### config.mk
export PLATFORM = sky130hd
export DESIGN_NAME = program_loader_flat
export DESIGN_NICKNAME = d
export VERILOG_FILES = /design/src/rtl/program_loader_pkg.sv /design/src/rtl/program_loader_if.sv /design/src/rtl/loader_deser.sv /design/src/rtl/program_loader.sv /design/src/flat_wrapper.sv
export SDC_FILE = /design/constraint.sdc
export NUM_CORES = 1
export LEC_CHECK = 0
export BUFFER_PORTS_ARGS = -buffer_cell sky130_fd_sc_hd__buf_2
export CAP_MARGIN = 15
export CORE_ASPECT_RATIO = 2
export CORE_MARGIN = 2
export CORE_UTILIZATION = 60
export CTS_CLUSTER_SIZE = 28
export DETAILED_ROUTE_END_ITERATION = 12
export GPL_TIMING_DRIVEN = 0
export PLACE_DENSITY = 0.81
export SLEW_MARGIN = 20
export SYNTH_ARGS = -nofsm -noshare
export SYNTH_HDL_FRONTEND = slang
export SYNTH_SLANG_ARGS = --single-unit
### constraint.sdc
create_clock -name clk -period 3.4 [get_ports clk]
set_input_delay 0.68 -clock clk [delete_from_list [all_inputs] [get_ports clk]]
set_output_delay 0.68 -clock clk [all_outputs]
set_load 0.005 [all_outputs]
### src/rtl/program_loader_pkg.sv
// Shared definitions for the serial program loader: default word and address
// widths (shared with the CPU), loader FSM states, and a small state helper.
package program_loader_pkg;

    localparam int DEPTH_DEFAULT  = 8;
    localparam int WORD_W_DEFAULT = 9;
    localparam int ADDR_W_DEFAULT = 3;

    typedef enum logic [2:0] {
        IDLE  = 3'd0,
        RECV  = 3'd1,
        WRITE = 3'd2,
        RUN   = 3'd3,
        ERROR = 3'd4
    } loader_state_t;

    // A new load may only be requested from a resting state.
    function automatic logic can_start(input loader_state_t s);
        return (s == IDLE) || (s == RUN) || (s == ERROR);
    endfunction

endpackage

### src/rtl/program_loader_if.sv
// Serial image input and CPU RAM external write port, bundled together.
// The loader uses the master modport; the image source / RAM side uses slave.
import program_loader_pkg::*;

interface program_loader_if #(
    parameter int WORD_W = WORD_W_DEFAULT,
    parameter int ADDR_W = ADDR_W_DEFAULT
);
    logic              ser_valid;
    logic              ser_data;
    logic [WORD_W-1:0] RAM_Write_Data;
    logic [ADDR_W-1:0] RAM_Write_Address;
    logic              RAM_Write_Enable;

    modport master (
        input  ser_valid,
        input  ser_data,
        output RAM_Write_Data,
        output RAM_Write_Address,
        output RAM_Write_Enable
    );

    modport slave (
        output ser_valid,
        output ser_data,
        input  RAM_Write_Data,
        input  RAM_Write_Address,
        input  RAM_Write_Enable
    );
endinterface

### src/rtl/loader_deser.sv
// LSB-first serial-to-parallel converter. word_ready flags the valid cycle
// carrying the last bit, with the assembled word presented alongside it.
module loader_deser #(
    parameter int WORD_W = 9
) (
    input  logic              clk,
    input  logic              reset,
    input  logic              clear,
    input  logic              enable,
    input  logic              bit_valid,
    input  logic              bit_data,
    output logic [WORD_W-1:0] shreg,
    output logic [WORD_W-1:0] word,
    output logic              word_ready
);
    localparam int CNT_W = $clog2(WORD_W + 1);

    logic [CNT_W-1:0] bit_cnt;
    logic             take;

    assign take       = enable & bit_valid;
    assign word       = {bit_data, shreg[WORD_W-1:1]};
    assign word_ready = take && (bit_cnt == CNT_W'(WORD_W - 1));

    always_ff @(posedge clk or negedge reset) begin
        if (!reset) begin
            shreg   <= '0;
            bit_cnt <= '0;
        end else if (clear) begin
            shreg   <= '0;
            bit_cnt <= '0;
        end else if (take) begin
            shreg   <= word;
            bit_cnt <= word_ready ? '0 : bit_cnt + 1'b1;
        end
    end

endmodule

### src/rtl/program_loader.sv
// Loads DEPTH serial words into the CPU RAM, then checks a trailing XOR
// checksum word and only enables the CPU clock if the image verifies.
module program_loader
    import program_loader_pkg::*;
#(
    parameter int DEPTH  = DEPTH_DEFAULT,
    parameter int WORD_W = WORD_W_DEFAULT,
    parameter int ADDR_W = ADDR_W_DEFAULT
) (
    input  logic              clk,
    input  logic              reset,
    input  logic              start,
    program_loader_if.master  bus,
    output logic              PC_Enable,
    output logic              busy,
    output logic              done,
    output logic              error,
    output logic [ADDR_W:0]   words_loaded
);
    localparam logic [ADDR_W:0] DEPTH_W = (ADDR_W + 1)'(DEPTH);

    loader_state_t     state_q, state_d;
    logic [ADDR_W:0]   wc;
    logic [WORD_W-1:0] csum;
    logic [WORD_W-1:0] shreg;
    logic [WORD_W-1:0] word;
    logic              word_ready;
    logic              clear;

    assign clear = start & can_start(state_q);

    loader_deser #(.WORD_W(WORD_W)) u_deser (
        .clk        (clk),
        .reset      (reset),
        .clear      (clear),
        .enable     (state_q == RECV),
        .bit_valid  (bus.ser_valid),
        .bit_data   (bus.ser_data),
        .shreg      (shreg),
        .word       (word),
        .word_ready (word_ready)
    );

    always_ff @(posedge clk or negedge reset) begin
        if (!reset) begin
            state_q <= IDLE;
        end else begin
            state_q <= state_d;
        end
    end

    // Once DEPTH words are in, the next complete word is the checksum and is never written.
    always_comb begin
        state_d = state_q;
        case (state_q)
            IDLE, RUN, ERROR: begin
                if (start) begin
                    state_d = RECV;
                end
            end
            RECV: begin
                if (word_ready) begin
                    if (wc < DEPTH_W) begin
                        state_d = WRITE;
                    end else if (word == csum) begin
                        state_d = RUN;
                    end else begin
                        state_d = ERROR;
                    end
                end
            end
            WRITE:   state_d = RECV;
            default: state_d = IDLE;
        endcase
    end

    always_ff @(posedge clk or negedge reset) begin
        if (!reset) begin
            wc   <= '0;
            csum <= '0;
        end else if (clear) begin
            wc   <= '0;
            csum <= '0;
        end else if (state_q == WRITE) begin
            wc   <= wc + 1'b1;
            csum <= csum ^ shreg;
        end
    end

    always_comb begin
        bus.RAM_Write_Enable  = 1'b0;
        bus.RAM_Write_Data    = '0;
        bus.RAM_Write_Address = '0;
        if (state_q == WRITE) begin
            bus.RAM_Write_Enable  = 1'b1;
            bus.RAM_Write_Data    = shreg;
            bus.RAM_Write_Address = wc[ADDR_W-1:0];
        end
    end

    assign PC_Enable    = (state_q == RUN);
    assign done         = (state_q == RUN);
    assign error        = (state_q == ERROR);
    assign busy         = (state_q == RECV) || (state_q == WRITE);
    assign words_loaded = (wc > DEPTH_W) ? DEPTH_W : wc;

endmodule

### src/flat_wrapper.sv
// flat-port wrapper written by rule: the top's interface ports become plain ports
module program_loader_flat import program_loader_pkg::*;
#(
    parameter int DEPTH  = DEPTH_DEFAULT,
    parameter int WORD_W = WORD_W_DEFAULT,
    parameter int ADDR_W = ADDR_W_DEFAULT
)
  (clk, reset, start, PC_Enable, busy, done, error, words_loaded, bus_ser_valid, bus_ser_data, bus_RAM_Write_Data, bus_RAM_Write_Address, bus_RAM_Write_Enable);
  program_loader_if #(.WORD_W(WORD_W), .ADDR_W(ADDR_W)) bus_i ();
  input  logic clk;
  input  logic reset;
  input  logic start;
  output logic PC_Enable;
  output logic busy;
  output logic done;
  output logic error;
  output logic [ADDR_W:0] words_loaded;
  input wire logic [$bits(bus_i.ser_valid)-1:0] bus_ser_valid;
  input wire logic [$bits(bus_i.ser_data)-1:0] bus_ser_data;
  output wire logic [$bits(bus_i.RAM_Write_Data)-1:0] bus_RAM_Write_Data;
  output wire logic [$bits(bus_i.RAM_Write_Address)-1:0] bus_RAM_Write_Address;
  output wire logic [$bits(bus_i.RAM_Write_Enable)-1:0] bus_RAM_Write_Enable;
  assign bus_i.ser_valid = bus_ser_valid;
  assign bus_i.ser_data = bus_ser_data;
  assign bus_RAM_Write_Data = bus_i.RAM_Write_Data;
  assign bus_RAM_Write_Address = bus_i.RAM_Write_Address;
  assign bus_RAM_Write_Enable = bus_i.RAM_Write_Enable;
  program_loader #(.DEPTH(DEPTH), .WORD_W(WORD_W), .ADDR_W(ADDR_W)) u_core (.clk(clk), .reset(reset), .start(start), .bus(bus_i), .PC_Enable(PC_Enable), .busy(busy), .done(done), .error(error), .words_loaded(words_loaded));
endmodule
==> results of run 1 <==
## sequential cells by signal, summed over array words and instances (netlist names)
name                    cells
u_core.u_deser.bit_cnt      4
u_core.csum                 9
u_core.u_deser.shreg        9
u_core.state_q              3
u_core.wc                   4
## final timing paths
check                      slack (ps)                         to                       from  cells past startpoint
max                              1100      bus_RAM_Write_Data[7]          u_core.state_q[1]                      4
min                               410               u_core.wc[1]                      reset                      1
max reg2reg                      1800  u_core.u_deser.bit_cnt[3]  u_core.u_deser.bit_cnt[0]                      6
min reg2reg                       500  u_core.u_deser.bit_cnt[3]  u_core.u_deser.bit_cnt[3]                      1
max in group asynchronous        2570    u_core.u_deser.shreg[6]                      reset                      1
min in group clk                  500  u_core.u_deser.bit_cnt[3]  u_core.u_deser.bit_cnt[3]                      1
## logic make-up after synthesis
kind of cell,share of synthesized area (%)
simple gates,22.9
flops,45.2
compound gates,10.6
xor+xnor,12.0
buf+inv,6.16
fa+ha+maj,3.12
## power by group through the flow
stage | clock, mW | sequential, mW | combinational [mW]
after floorplan | 0 | 0.592 | 0.407
final | 0.367 | 0.623 | 0.525
after detailed placement | 0 | 0.628 | 0.524
after global routing | 0.385 | 0.644 | 0.600
after CTS | 0.371 | 0.622 | 0.526
after global placement | 0 | 0.617 | 0.503
## synth_stat cells, drive strengths merged
master,instances,area [µm²]
xnor2,12,105
nor2b,2,12.5
xor2,10,87.6
nand2,25,93.8
o21a,1,7.51
buf,6,57.6
nor3,2,10.0
nand3,1,5.00
dfrtp,29,726
a21oi,14,92.6
o21ai,2,10.0
nor2,18,67.6
a31oi,1,6.26
nand4bb,1,11.3
nor3b,1,18.8
or3,1,6.26
a31o,1,8.76
and4bb,1,16.3
a41oi,1,8.76
and2,16,105
inv,8,30.0
a311oi,2,17.5
nor4,1,6.26
ha,4,50.1
a32o,1,10.0
clkbuf,3,11.3
and3b,1,8.76
nand4,1,6.26
o2bb2ai,1,8.76
## critical path, cell delays in order (launching register included)
cell     delay, ps
dfrtp_1        460
nor3b_4        420
buf_6          190
and2_4         150
buf_2          110
## metal layers
metal | vias to the layer above | wire [µm]
li1 | 606 | -
met1 | 573 | 1190
met2 | 44 | 1770
met3 | 5 | 162
met4 | 0 | 80
met5 | - | 0
## cell type report
| class | instances | area [µm²] |
|---|---|---|
| multi-input combinational | 121 | 781 |
| sequential | 29 | 726 |
| fill | 189 | 656 |
| timing repair buffer | 25 | 125 |
| clock buffer | 7 | 86.3 |
| buffer | 9 | 68.8 |
| tap | 28 | 35.0 |
| clock inverter | 1 | 30.0 |
| inverter | 8 | 30.0 |
==> results.py, run 1 <==
metrics = {
    "global_route": {
        "grt_first_pass_wirelength_um": 5360,
        "top_usage_layer_grt": "met2",
        "antenna_violations_before_repair": 0,
        "groute.layer.met1.usage_pct": 28.5,
        "remaining_global_route_overflow": 0,
        "globalRouteMet2Util_pct": 41.1,
        "track_usage_pct": 25.0,
        "grt_start_max_net_pins": 30,
        "gr-usage-met3_pct": 5.20,
        "number_of_global_route_vias_before_repair": 1177,
    },
    "cts": {
        "clock_network_latency_to_the_later_pin_of_the_worst_skew_pair_ps": 280,
        "cts_buffers": 5,
        "cts.sink_count": 29,
        "holdBufCountCts": 0,
        "cts_tree": "done",
        "setup_fix_bufs_post_cts": 0,
        "clkTransAtPathRegs_ps": 60,
        "cts_root_buf": "clkbuf_8",
        "cts_resized": 0,
        "clock_tree.buffer_depth": 2,
        "htree_num_levels": 2,
    },
    "synthesis": {
        "synthCells": 167,
        "synthesis.area_per_instance_um2": 9.61,
        "cell_area_synth_mm2": 0.00161,
        "netlist-cell-type-count": 33,
        "synth-warning-count": 0,
        "yosys_register_bits": 29,
        "synth-seq-area-share_pct": 45.2,
        "mappedNetlistNets": 176,
    },
    "routing": {
        "wirelength_um": 3210,
        "detail_route.first_pass.iterations": 4,
        "routed-via-count": 1228,
        "route.detailed.drc": 0,
        "routed_via_density": 5.39,
        "detail_route.iter0.violations": 49,
        "postRouteAntennaNets": 0,
        "route.detailed.wl_per_inst_um": 14.1,
    },
    "critical_path": {
        "critical_path_class": "flip-flop to output pin",
        "worst-endpoint-required_ps": 2720,
        "setup.worst_path.end_class": "output pin",
        "timing.critical_path.fanout_max": 10,
        "cp_data_arrival_time_ps": 1620,
        "cp-start-kind": "flip-flop",
    },
    "layout": {
        "final_core_utilization_pct": 74.2,
        "num-nets-final": 208,
        "most-common-layout-cells": "dfrtp_1, buf_2, nand2_1",
        "flow.area_growth_from_synthesis_pct": 17.2,
        "insertedDiodeCount": 0,
        "drive_gt1_share_pct": 24.5,
        "layout_commonest_cell": "dfrtp_1",
        "layout.cells.non_filler": 228,
        "area_of_all_placed_cells_without_fillers_mm2": 0.00188,
    },
    "place": {
        "worst_case_setup_slack_after_placement_ps": 1380,
        "buffers_on_ports": 25,
        "dp_hpwl_um": 2370,
        "gp_congestion": 0.811,
        "place_inst": 220,
        "placed_cell_area_mm2": 0.00177,
    },
    "floorplan": {
        "floorplan.die.height_um": 77.2,
        "floorplan.io_pins": 26,
        "die_width_um": 40.6,
        "placementRows": 26,
        "fp.dieArea_mm2": 0.00313,
        "start_util_pct": 63.3,
        "core_area_mm2": 0.00254,
    },
    "power": {
        "fin_total_pwr_mw": 1.52,
        "leakage_nw": 0.961,
        "sequential_power_share_pct": 41.1,
        "power_density_relative_to_cell_area_mw_per_mm2": 805,
        "net-switching-power_mw": 0.553,
        "switching_power_share_of_the_total_pct": 36.5,
        "internal_power_summed_over_all_cells_mw": 0.962,
        "comb_power_share_pct": 34.7,
        "ir_drop_mv": 0.465,
        "power.share.clock_pct": 24.2,
    },
    "timing": {
        "timing.final.setup_violations": 0,
        "final_max_slew_viols": 0,
        "worst_slew_pin_slew_ps": 635,
        "fin_skew_ps": 2.91,
        "fin_crit_sh_pct": 67.7,
        "maxClockFrequency_mhz": 434,
        "rsz_0062_raised_after_global_routing": "false",
        "worst_max_slew_margin_expressed_relative_to_the_limit_pct": 57.7,
        "final.setup.tns_ps": 0,
        "final_critical_path_setup_slack_ps": 1100,
        "hold_viol": 0,
        "final.min_clock_period_ps": 2300,
        "worst_hold_slack_ps": 413,
    },
    "hold_path": {
        "min_path_type": "input port to asynchronous set/reset pin",
    },
    "status": {
        "outcome": "finished clean",
    },
    "job": {
        "max_cap_viol_count": 0,
    },
}
Power figures use the tool's default switching activity.
==> run 2, diff against run 1 <==
--- a/config.mk
+++ b/config.mk
@@ -9,11 +9,11 @@
 export CAP_MARGIN = 15
 export CORE_ASPECT_RATIO = 2
 export CORE_MARGIN = 2
-export CORE_UTILIZATION = 60
+export CORE_UTILIZATION = 55
 export CTS_CLUSTER_SIZE = 28
 export DETAILED_ROUTE_END_ITERATION = 12
 export GPL_TIMING_DRIVEN = 0
-export PLACE_DENSITY = 0.81
+export PLACE_DENSITY = 0.75
 export SLEW_MARGIN = 20
 export SYNTH_ARGS = -nofsm -noshare
 export SYNTH_HDL_FRONTEND = slang
==> constraint.sdc (replaced) <==
create_clock -name clk -period 2.3 [get_ports clk]
set_input_delay 0.46 -clock clk [delete_from_list [all_inputs] [get_ports clk]]
set_output_delay 0.46 -clock clk [all_outputs]
set_load 0.005 [all_outputs]
==> results.py, run 2 (synthesized netlist as in run 1, its figures left out) <==
metrics = {
    "critical_path": {
        "critical_path_class": "flip-flop to output pin",
        "crit_path_cell_trace": "nor3b_4, buf_6, and2_4, buf_2",
        "critPathBufInv": 2,
        "cp_data_arrival_time_ps": 1670,
        "worst-endpoint-required_ps": 1840,
        "path_delay_family": "simple AND/OR/NAND/NOR gates",
        "critical_path_max_stage_delay_ps": 470,
        "timing.critical_path.fanout_max": 10,
        "cp-start-kind": "flip-flop",
        "slowest_stage": "nor3b_4",
        "setup.worst_path.end_class": "output pin",
    },
    "timing": {
        "worst_slew_pin_slew_ps": 646,
        "fin_skew_ps": 8.78,
        "final.min_clock_period_ps": 2130,
        "worst_max_slew_margin_expressed_relative_to_the_limit_pct": 56.9,
        "final_critical_path_setup_slack_ps": 166,
        "timing.final.setup_violations": 0,
        "fin_crit_sh_pct": 92.8,
        "final.setup.tns_ps": 0,
        "final_max_slew_viols": 0,
        "rsz_0062_raised_after_global_routing": "false",
        "hold_viol": 0,
        "maxClockFrequency_mhz": 469,
        "worst_hold_slack_ps": 197,
    },
    "floorplan": {
        "floorplan.die.height_um": 80.4,
        "start_util_pct": 57.9,
        "die_width_um": 42.2,
        "core_area_mm2": 0.00277,
        "placementRows": 27,
        "floorplan.io_pins": 26,
        "fp.dieArea_mm2": 0.00339,
    },
    "layout": {
        "most-common-layout-cells": "dfrtp_1, buf_2, nand2_1",
        "flow.area_growth_from_synthesis_pct": 16.4,
        "num-nets-final": 208,
        "layout_commonest_cell": "dfrtp_1",
        "layout_top_registers": "u_core.csum: 9 flops, u_core.u_deser.shreg: 9 flops",
        "insertedDiodeCount": 0,
        "filler_cell_count": 241,
        "drive_gt1_share_pct": 25.0,
    },
    "routing": {
        "wirelength_um": 3200,
        "detail_route.first_pass.iterations": 4,
        "detail_route.iter0.violations": 29,
        "routed-via-count": 1239,
        "routed_via_density": 5.41,
        "route.detailed.drc": 0,
        "postRouteAntennaNets": 0,
        "route.detailed.wl_per_inst_um": 14.0,
    },
    "place": {
        "dp_hpwl_um": 2320,
        "worst_case_setup_slack_after_placement_ps": 501,
        "buffers_on_ports": 25,
        "gp_congestion": 0.785,
    },
    "global_route": {
        "remaining_global_route_overflow": 0,
        "grt_first_pass_wirelength_um": 5670,
        "grt_start_max_net_pins": 30,
        "number_of_global_route_vias_before_repair": 1317,
        "antenna_violations_before_repair": 0,
        "track_usage_pct": 22.1,
    },
    "power": {
        "power_density_relative_to_cell_area_mw_per_mm2": 1150,
        "ir_drop_mv": 0.656,
        "leakage_nw": 0.957,
    },
    "hold_path": {
        "min_path_type": "input port to asynchronous set/reset pin",
    },
    "cts": {
        "clkTransAtPathRegs_ps": 70,
        "cts.sink_count": 29,
        "clock_network_latency_to_the_later_pin_of_the_worst_skew_pair_ps": 280,
        "htree_num_levels": 2,
        "clock_tree.buffer_depth": 2,
        "cts_resized": 0,
        "cts_root_buf": "clkbuf_8",
        "setup_fix_bufs_post_cts": 0,
        "cts_tree": "done",
        "cts_buffers": 5,
        "holdBufCountCts": 0,
    },
    "job": {
        "max_cap_viol_count": 0,
    },
    "status": {
        "outcome": "finished clean",
    },
}
run 2: worst paths after layout:
| path | from | to | slack, ps | cells past startpoint |
|---|---|---|---|---|
| max in group asynchronous | reset | u_core.csum[3] | 1680 | 1 |
| max reg2reg | u_core.u_deser.bit_cnt[0] | u_core.u_deser.bit_cnt[3] | 720 | 6 |
| min reg2reg | u_core.u_deser.bit_cnt[3] | u_core.u_deser.bit_cnt[3] | 490 | 1 |
| min | reset | u_core.wc[2] | 200 | 1 |
| max | u_core.state_q[2] | bus_RAM_Write_Data[7] | 170 | 4 |
| min in group clk | bus_ser_data | u_core.u_deser.shreg[8] | 440 | 3 |
run 2: routing by layer:
| metal | routed length [µm] | GRT usage (%) |
|---|---|---|
| met1 | 1230 | 22.5 |
| met4 | 99 | 11.9 |
| met2 | 1710 | 40.0 |
| met5 | 0 | 0 |
| met3 | 154 | 5.39 |
run 2: worst register-to-register path, stage by stage (launching register included):
cell and delay, ps:
dfrtp_1 430, inv_1 70, ha_1 190, and3b_1 170, clkbuf_1 140, a31o_2 230, a311oi_1 260
run 2: report_power, final:
group	internal [mW]	switching, mW	leakage, nW
logic	0.368	0.403	0.514
registers	0.703	0.220	0.389
clock network	0.270	0.190	0.0542
run 2: stage by stage:
step | std cells | util (%) | total power, mW | area (µm²)
after floorplan | 167 | - | 1.48 | 1610
after global placement | 221 | 63.8 | 1.66 | 1770
after detailed placement | 221 | 63.8 | 1.71 | 1770
after CTS | 229 | 67.4 | 2.18 | 1870
after global routing | 229 | 67.4 | 2.33 | 1870
final | 229 | 67.4 | 2.15 | 1870
run 2: final cells by class:
cell class	count	area, µm²	area share (%)
multi-input combinational	121	781	41.8
clock inverter	1	5.00	0.268
timing repair buffer	25	125	6.70
tap	29	36.3	1.94
buffer	9	68.8	3.68
inverter	8	30.0	1.61
sequential	29	726	38.8
clock buffer	7	96.3	5.16
==> run 3, diff against run 2 <==
--- a/config.mk
+++ b/config.mk
@@ -5,6 +5,7 @@
 export SDC_FILE = /design/constraint.sdc
 export NUM_CORES = 1
 export LEC_CHECK = 0
+export ABC_AREA = 1
 export BUFFER_PORTS_ARGS = -buffer_cell sky130_fd_sc_hd__buf_2
 export CAP_MARGIN = 15
 export CORE_ASPECT_RATIO = 2
==> results.py, run 3 <==
metrics = {
    "cts": {
        "setup_fix_bufs_post_cts": 0,
        "clock_network_latency_to_the_later_pin_of_the_worst_skew_pair_ps": 270,
        "cts_tree": "done",
        "clock_tree.buffer_depth": 2,
        "htree_num_levels": 2,
        "cts_buffers": 5,
        "cts.sink_count": 29,
        "cts_root_buf": "clkbuf_8",
        "holdBufCountCts": 0,
        "cts_resized": 0,
        "clkTransAtPathRegs_ps": 60,
    },
    "timing": {
        "rsz_0062_raised_after_global_routing": "false",
        "fin_crit_sh_pct": 88.2,
        "hold_viol": 0,
        "final_critical_path_setup_slack_ps": 272,
        "timing.final.setup_violations": 0,
        "final.setup.tns_ps": 0,
        "worst_max_slew_margin_expressed_relative_to_the_limit_pct": 58.1,
        "maxClockFrequency_mhz": 493,
        "final.min_clock_period_ps": 2030,
        "worst_slew_pin_slew_ps": 628,
        "final_max_slew_viols": 0,
        "fin_skew_ps": 3.66,
    },
    "layout": {
        "sequential_cell_area_um2": 726,
        "flow.area_growth_from_synthesis_pct": 15.3,
        "area_of_all_placed_cells_without_fillers_mm2": 0.00182,
        "multiInputGateArea_um2": 691,
        "filler_cell_count": 254,
        "insertedDiodeCount": 0,
        "layout_commonest_cell": "nand2_1",
        "num-nets-final": 226,
        "layout_top_registers": "u_core.csum: 9 flops, u_core.u_deser.shreg: 9 flops",
        "drive_gt1_share_pct": 23.4,
        "most-common-layout-cells": "nand2_1, dfrtp_1, inv_1",
    },
    "critical_path": {
        "critical_path_max_stage_delay_ps": 410,
        "crit_top_cell": "nor2_4",
        "worst-endpoint-required_ps": 1840,
        "critical_path_class": "flip-flop to output pin",
        "number_of_cell_instances_on_the_worst_register_to_register_path": 7,
        "path_delay_family": "buffers and inverters",
        "crit_path_cell_trace": "inv_1, nand2_1, nor2_4, inv_2, buf_6, nor2_4, buf_2",
        "timing.critical_path.depth": 7,
        "slowest_stage": "dfrtp_1",
        "timing.critical_path.fanout_max": 10,
        "cp_data_arrival_time_ps": 1570,
        "critPathBufInv": 4,
        "setup.worst_path.end_class": "output pin",
        "cp-start-kind": "flip-flop",
    },
    "power": {
        "ir_drop_mv": 0.569,
        "internal_power_summed_over_all_cells_mw": 1.02,
        "switching_power_share_of_the_total_pct": 37.5,
        "sequential_power_share_pct": 41.3,
        "power.share.clock_pct": 23.6,
        "comb_power_share_pct": 35.2,
        "power_density_relative_to_cell_area_mw_per_mm2": 898,
        "fin_total_pwr_mw": 1.63,
        "leakage_nw": 0.948,
        "net-switching-power_mw": 0.613,
    },
    "synthesis": {
        "yosys_most_used_dff": "dfrtp_1",
        "synth_enable_flop_cells": 0,
        "mappedNetlistNets": 194,
        "synth-warning-count": 0,
        "post_synth_main_area_contributors": "dfrtp_1, nand2_1, inv_1, nor2_4, a21oi_1",
        "ys_top_cells_by_count": "nand2_1, dfrtp_1, inv_1",
        "synth.most_common_cell": "nand2_1",
        "synthCells": 185,
        "synthesis.area_per_instance_um2": 8.53,
        "yosys_register_bits": 29,
        "netlist-cell-type-count": 20,
        "postSynth.asyncResetShare_pct": 100,
        "cell_taking_the_most_area_after_synthesis": "dfrtp_1",
        "share_of_the_synthesized_area_in_the_top_cell_type_pct": 46.0,
        "cell_area_synth_mm2": 0.00158,
        "synth-seq-area-share_pct": 46.0,
    },
    "place": {
        "worst_case_setup_slack_after_placement_ps": 553,
        "gp_congestion": 0.814,
        "dp_hpwl_um": 2450,
        "placed_cell_area_mm2": 0.00174,
        "buffers_on_ports": 25,
    },
    "routing": {
        "route.detailed.wl_per_inst_um": 13.1,
        "wirelength_um": 3240,
        "route.detailed.drc": 0,
        "detail_route.iter0.violations": 35,
        "postRouteAntennaNets": 0,
        "routed_via_density": 5.27,
        "routed-via-count": 1301,
        "detail_route.first_pass.iterations": 4,
    },
    "floorplan": {
        "floorplan.io_pins": 26,
        "placementRows": 27,
        "start_util_pct": 57.7,
        "fp.dieArea_mm2": 0.00334,
        "floorplan.die.height_um": 79.7,
        "core_area_mm2": 0.00274,
        "die_width_um": 41.9,
    },
    "global_route": {
        "grt_start_max_net_pins": 30,
        "globalRouteMet2Util_pct": 40.2,
        "gr-usage-met3_pct": 5.20,
        "groute.layer.met1.usage_pct": 23.4,
        "top_usage_layer_grt": "met2",
        "number_of_global_route_vias_before_repair": 1319,
        "antenna_violations_before_repair": 0,
        "track_usage_pct": 22.4,
        "grt_first_pass_wirelength_um": 5630,
        "remaining_global_route_overflow": 0,
    },
    "status": {
        "outcome": "finished clean",
    },
    "hold_path": {
        "min_path_type": "input port to asynchronous set/reset pin",
    },
    "job": {
        "max_cap_viol_count": 0,
    },
}
## run 3: changes by cell type after synthesis, moves of 4 or more
cell / previous run / this run
a21oi_1: 8 / 15
a21oi_2: 6 / 0
and2_1: 14 / 0
inv_1: 8 / 26
inv_2: 0 / 4
nand2_1: 25 / 30
nand3_1: 1 / 7
nor2_4: 0 / 8
o21ai_0: 2 / 15
o22ai_1: 0 / 8
xnor2_1: 12 / 7
xor2_1: 10 / 2
## run 3: cell type report
class / count / area share (%)
repair buffers: 25 / 6.88
flip-flops and latches: 29 / 39.9
multi-input cells: 120 / 38.0
plain buffers: 6 / 2.68
clock buffers: 8 / 4.40
well taps: 29 / 1.99
inverters: 30 / 6.19
## run 3: cell families after synthesis
logic type	count (synthesis)	synth area share, %
AND/OR/NAND/NOR	67	21.8
AO/OA/AOI/OAI	40	13.8
buffers and inverters	36	10.2
flip-flops	29	46.0
XOR/XNOR	9	5.00
adder cells (fa/ha/maj)	4	3.17
## run 3: stage by stage
step | cells | utilization (%) | hold slack, ps
4_1_cts | 247 | 66.5 | 227
6_report | 247 | 66.5 | 199
3_5_place_dp | 239 | 63.6 | 472
5_1_grt | 247 | 66.5 | 262
2_1_floorplan | 185 | - | 164
3_3_place_gp | 239 | 63.6 | 469
## run 3: final timing paths
path / endpoint / slack (ps) / from
setup / recovery: bus_RAM_Write_Data[4] / 270 / u_core.state_q[2]
hold / removal: u_core.wc[2] / 200 / reset
setup reg to reg: u_core.state_q[0] / 750 / u_core.u_deser.bit_cnt[0]
hold reg to reg: u_core.csum[5] / 490 / u_core.csum[5]
max in group asynchronous: u_core.csum[6] / 1680 / reset
min in group clk: u_core.u_deser.shreg[8] / 430 / bus_ser_data
## run 3: per-layer routing
metal | wire length (µm) | up-vias
li1 | - | 659
met1 | 1230 | 603
met2 | 1790 | 32
met3 | 139 | 7
met4 | 87 | 0
met5 | 0 | -
## run 3: worst register-to-register path: cells and delay by family (launching register included)
family	cells	cell delay (ps)
and+or+nand+nor	3	410
DFF	1	400
AOI/OAI and AO/OA	2	370
adders and majority gates	1	150
buffers and inverters	1	100
## run 3: power by group through the flow
stage | clock network, mW | registers, mW | logic, mW
3_5_place_dp | 0 | 0.683 | 0.576
2_1_floorplan | 0 | 0.668 | 0.444
4_1_cts | 0.395 | 0.675 | 0.579
3_3_place_gp | 0 | 0.676 | 0.554
6_report | 0.385 | 0.674 | 0.575
5_1_grt | 0.419 | 0.683 | 0.651
